===== src/rtl/mem_arbiter.sv =====
// Two-port memory arbiter: instruction-fetch port 0 (read only) and load/store port 1
// share one synchronous memory through a fixed three-cycle IDLE/ACCESS/RESP sequence.
module mem_arbiter #(
    parameter int ADDR_W    = 8,
    parameter int DATA_W    = 8,
    parameter int PRIO_MODE = 0
) (
    input  logic              clk,
    input  logic              rst_n,

    input  logic              req0,
    input  logic [ADDR_W-1:0] addr0,
    output logic              ack0,
    output logic [DATA_W-1:0] rdata0,

    input  logic              req1,
    input  logic              we1,
    input  logic [ADDR_W-1:0] addr1,
    input  logic [DATA_W-1:0] wdata1,
    output logic              ack1,
    output logic [DATA_W-1:0] rdata1,

    output logic              mem_we,
    output logic [ADDR_W-1:0] mem_addr,
    output logic [DATA_W-1:0] mem_din,
    input  logic [DATA_W-1:0] mem_dout,

    output logic              busy
);

    typedef enum logic [1:0] {
        IDLE   = 2'd0,
        ACCESS = 2'd1,
        RESP   = 2'd2
    } state_t;

    state_t state;
    logic   owner;      // 0 = port 0, 1 = port 1
    logic   lat_we;     // latched write flag of the transaction in flight
    logic   last;       // port granted most recently (round-robin pointer)
    logic   grant;      // port that would win if sampled this cycle
    logic   grant_we;

    // NOTE: every signal assigned in always_comb gets a default first, so no latch is inferred.
    always_comb begin
        grant = 1'b0;
        if (PRIO_MODE == 1) begin
            grant = ~req0;
        end else if (req0 && req1) begin
            grant = ~last;
        end else begin
            grant = ~req0;
        end
    end

    assign grant_we = grant & we1;

    // NOTE: sequential state uses non-blocking assignments so every flop samples pre-edge values.
    always_ff @(posedge clk or negedge rst_n) begin
        if (!rst_n) begin
            state    <= IDLE;
            owner    <= 1'b0;
            lat_we   <= 1'b0;
            last     <= 1'b1;
            mem_we   <= 1'b0;
            mem_addr <= '0;
            mem_din  <= '0;
            ack0     <= 1'b0;
            ack1     <= 1'b0;
            busy     <= 1'b0;
        end else begin
            case (state)
                IDLE: begin
                    ack0 <= 1'b0;
                    ack1 <= 1'b0;
                    if (req0 || req1) begin
                        owner    <= grant;
                        last     <= grant;
                        lat_we   <= grant_we;
                        mem_addr <= grant ? addr1 : addr0;
                        mem_we   <= grant_we;
                        mem_din  <= grant_we ? wdata1 : '0;
                        busy     <= 1'b1;
                        state    <= ACCESS;
                    end else begin
                        mem_we   <= 1'b0;
                        mem_addr <= '0;
                        mem_din  <= '0;
                        busy     <= 1'b0;
                    end
                end

                ACCESS: begin
                    // Address holds into RESP so a synchronous memory can present its read data.
                    mem_we  <= 1'b0;
                    mem_din <= '0;
                    ack0    <= ~owner;
                    ack1    <= owner;
                    state   <= RESP;
                end

                RESP: begin
                    ack0     <= 1'b0;
                    ack1     <= 1'b0;
                    mem_addr <= '0;
                    busy     <= 1'b0;
                    state    <= IDLE;
                end

                default: begin
                    mem_we   <= 1'b0;
                    mem_addr <= '0;
                    mem_din  <= '0;
                    ack0     <= 1'b0;
                    ack1     <= 1'b0;
                    busy     <= 1'b0;
                    state    <= IDLE;
                end
            endcase
        end
    end

    // Read data arrives from the memory during RESP, so it is gated through rather than registered.
    assign rdata0 = (ack0 && !lat_we) ? mem_dout : '0;
    assign rdata1 = (ack1 && !lat_we) ? mem_dout : '0;

endmodule


===== config.mk =====
export PLATFORM = sky130hd
export DESIGN_NAME = mem_arbiter
export DESIGN_NICKNAME = d
export VERILOG_FILES = /design/src/rtl/mem_arbiter.sv
export SDC_FILE = /design/constraint.sdc
export NUM_CORES = 1
export LEC_CHECK = 0
export ABC_AREA = 1
export CAP_MARGIN = 20
export CORE_AREA = 2 2 68 70
export DETAILED_ROUTE_END_ITERATION = 6
export DIE_AREA = 0 0 70 72
export PLACE_DENSITY = 0.62
export SLEW_MARGIN = 25
export SYNTH_ARGS = -nofsm -noshare
export SYNTH_HDL_FRONTEND = slang
export SYNTH_SLANG_ARGS = --single-unit

===== constraint.sdc =====
create_clock -name clk -period 1.5 [get_ports clk]
set_input_delay 0.375 -clock clk [delete_from_list [all_inputs] [get_ports clk]]
set_output_delay 0.375 -clock clk [all_outputs]
set_load 0.05 [all_outputs]

==> After elaboration in Yosys (flattened, before gate mapping) <==
Index checks and enable logic that the tools add are counted.
W data, S select, Z words.
{ "totals": {"inputBits": 37, "ramBits": 0, "latchBits": 0, "n_memories": 0, "rom_bits": 0, "output_inout_bits": 36, "word_cells": 41, "ff_bits": 25} }
{ "classes": {"n_shift": 0, "bitwise": 4, "muxes": 17, "n_reduce_logical": 7, "n_addsub": 0, "multipliers": 0, "n_eq_ne": 3, "div_mod_pow": 0, "magnitude_cmp": 0} }
{ "ops": {"columns": ["cell", "n"], "rows": [
  ["$mux W8", 6],
  ["$pmux W8 S2", 2],
  ["$mux W1", 5],
  ["$pmux W1 S2", 2],
  ["$pmux W2 S2", 1],
  ["$logic_and A1 B1 Y1", 3],
  ["$not A1 Y1", 3],
  ["$eq A2 B1 Y1 const B", 1],
  ["$eq A2 B2 Y1 const B", 1],
  ["$logic_not A2 Y1", 1],
  ["$mux W2", 1],
  ["$ne A2 B2 Y1 const B", 1],
  ["$reduce_and A2 Y1", 1],
  ["$and A1 B1 Y1", 1],
  ["$logic_not A1 Y1", 1],
  ["$logic_or A1 B1 Y1", 1]
]} }

==> Longest topological paths before layout <==
{ "depth": {"depth_word": 6, "ltp_mapped": 6, "mapped_depth_nobuf": 6} }

==> Worst setup path before layout <==
No wires, ideal clock.
{ "synth_timing": {"kind": "register to output", "from": "register ack0", "to": "output port rdata0[0]", "t_arrival_ps": 1537, "required_time_ps": 1125, "path_buffers": 0, "stages_incl_launch_ff": 3, "slack_ps": -412, "path_cell_list": "dfrtp_1 nand2_1 nor2_1"} }
{ "synth_via": {"elab_chain_len": 2} }
{ "synth_rtl": {"columns": ["item", "line_no", "source"], "rows": [
  ["from (decl)", "13", "output logic ack0,"],
  ["from (signal assigned)", "97", "ack0 <= ~owner;"],
  ["$logic_and A1 B1 Y1", "124", "assign rdata0 = (ack0 && !lat_we) ? mem_dout : '0;"],
  ["$mux W8", "124", null],
  ["to (decl)", "14", "output logic [DATA_W-1:0] rdata0,"]
]} }
Every way passes these cells.

==> Worst setup path in the final report <==
{ "layout_timing": {"from": "input port mem_dout[7]", "to": "output port rdata0[7]"} }
{ "layout_via": {"elab_chain_len": 1} }
{ "layout_rtl": {"columns": ["item", "line_no", "source"], "rows": [
  ["from (decl)", "26", "input logic [DATA_W-1:0] mem_dout,"],
  ["$mux W8", "124", null]
]} }
Every way passes these cells.

==> flow_summary.ini <==
[global_route]
grt_pass1_vias = 1266
grt_first_pass_wirelength_um = 5830
grt_max_degree = 26
antenna_found_initial = 0
gr-total-overflow = 0
grt_util_all_layers = 0.145

[setup_path]
critPathKind = input port to primary output
r2r_cells = 4
reg2reg_to = owner
worstPathRequired_ps = 1120
r2r_slack_ps = 210
cp.arrival_ps = 1190
critPathLaunchType = input port
r2r_start = state[0]
end_kind = primary output
crit_fanout = 2

[cells_and_area]
layout-drive-gt1-share = 0.379
n_antenna_cell = 0
fin_cells = 284
nets = 270
area_delta_synth_final_pct = 111
fin_area_um2 = 2640

[floorplanning]
die_height_um = 72
dieArea_um2 = 5040
core_um2 = 4260
rows = 24
fp.dieW_um = 70
start_util = 0.294
pin_count = 73

[run]
max-cap-violations = 0

[timing]
setup_ws_ps = -64.3
fin_skew_ps = 4.86
final-setup-viol-count = 16
fin_crit_sh = 1.04
hold_viol_final = 0
post-route-min-period_ps = 1560
rsz0062_at_grt = true
maxSlewViolCount = 0
worst-slew-pin-transition_ps = 464
slew_headroom = 0.690
max_freq_mhz = 639

[place]
numPortBuffers = 72
post_dp_cell_area_um2 = 2560
dp.cells = 279
place.gp.congestion = 0.721
dpl.hpwl_um = 2630

[detailed_routing]
routed_wl_um = 3430
first_pass_iters = 4
viasPerCell = 4.43
wl_per_cell_um = 12.1
drc_errors = 0
first_iter_violations = 69
antenna_left = 0
vias = 1258

[yosys]
synth.top_cells.by_count = 49 x nand2_1, 24 x dfrtp_1, 22 x inv_1
ys_seq_elements = 25
netlist_area_um2 = 1250
synth_edf_count = 0
synthTopCellsByArea = dfrtp_1 48%, nand2_1 15%, nand3_2 7.2%, inv_1 6.6%, nor2_1 6.0%
yosys_warnings = 0
synth_top_area_share = 0.479
ys_types = 18
avgSynthCellArea_um2 = 8.19
syn_nets = 190
synth.most_common_cell = nand2_1
synthArstFlopShare = 1.00
yosysSeqAreaShare = 0.500
synth_ff_type = dfrtp_1
synth_top_cell_by_area = dfrtp_1
synthCells = 153

[clock_tree]
htreeDepth = 1
insertion_delay_ps = 270
clock_path_buffers = 2
hold_buffers = 0
cts.root.buffer_cell = clkbuf_8
postCtsSetupBuffers = 0
clk_pin_slew_ps = 90
cts_tree = yes
numCtsBuffers = 3
clock-sinks = 25

[pwr]
ir_drop_mv = 1.02
power_density_nw_per_um2 = 1700
total_leakage_power_nw = 1.20

[outcome]
status = finished, violations left
violations = negative setup slack

[worst_hold_path]
hold_class = input port to asynchronous set/reset pin
[kinds of logic after synthesis]
logic type,count (synthesis),share of synthesized area
buffers and inverters,26,0.0908
and+or+nand+nor,97,0.380
AOI/OAI and AO/OA,5,0.0289
DFF,25,0.500
[flip-flops by register name, indices dropped and copies added, names as in the netlist]
signal,cells
ack0,1
ack1,1
busy,1
last,1
lat_we,1
mem_addr,8
mem_din,8
mem_we,1
owner,1
state,2
[repair_timing]
| item | 4_1_cts | 5_1_grt |
|---|---|---|
| gates cloned | 0 | 1 |
| setup endpoints to repair | 16 | 36 |
| pin swaps | 4 | 3 |
| gates resized for setup | 8 | 3 |
[worst max-delay path: stages]
cell	delay (ps)
clkdlybuf4s50_1	450
inv_1	80
nor2_4	130
buf_12	140
[per-stage QoR]
stage	setup TNS, ps	power [mW]	setup WS, ps	util	hold slack, ps
floorplan	0	2.64	83.2	-	79.4
global placement	-4750	4.00	-211	0.600	403
detailed placement	-5330	4.02	-252	0.600	420
CTS	-1190	4.48	-81.0	0.616	438
global route	-1640	4.71	-112	0.619	448
finish	-900	4.49	-64.3	0.619	437
[power breakdown]
| group | switching (mW) | internal [mW] |
|---|---|---|
| Combinational | 1.65 | 1.28 |
| Sequential | 0.242 | 0.914 |
| Clock | 0.214 | 0.186 |
| Total | 2.11 | 2.38 |
[routing by layer]
metal  up-vias  share of wire  track usage
met5         -              0            0
met4         0          0.015       0.0513
met3         5          0.076       0.0333
met2        58           0.47        0.235
met1       569           0.44        0.192
li1        626              -            -
[placed cells by master, fill, tap and decap left out, types with 3 or more instances in the layout]
cell,Yosys,layout
inv_1,22,16
clkbuf_8,0,3
nor2_1,20,4
nand3_2,9,9
nand2_1,49,46
dfrtp_1,24,22
buf_4,0,4
buf_12,0,37
nand3b_1,8,8
inv_2,0,5
nor2_4,1,18
nand3_1,7,7
clkdlybuf4s50_1,0,36
[worst max-delay path by stage]
stage / slack, ps / to / cells past startpoint / startpoint
finish: -60 / rdata0[7] / 4 / mem_dout[7]
global route: -110 / rdata0[4] / 4 / lat_we
CTS: -80 / rdata0[7] / 4 / lat_we
detailed placement: -250 / owner / 5 / req0
global placement: -210 / lat_we / 5 / req0
floorplan: 80 / rdata0[0] / 2 / ack0
[layout make-up]
cell class / count / area (um2)
clock buffer: 3 / 41.3
clock inverter: 1 / 5.00
fill: 349 / 1620
inverter: 23 / 88.8
multi-input combinational: 103 / 679
sequential: 25 / 629
tap: 52 / 65.1
timing repair buffer: 77 / 1130
Power figures use the tool's default switching activity.
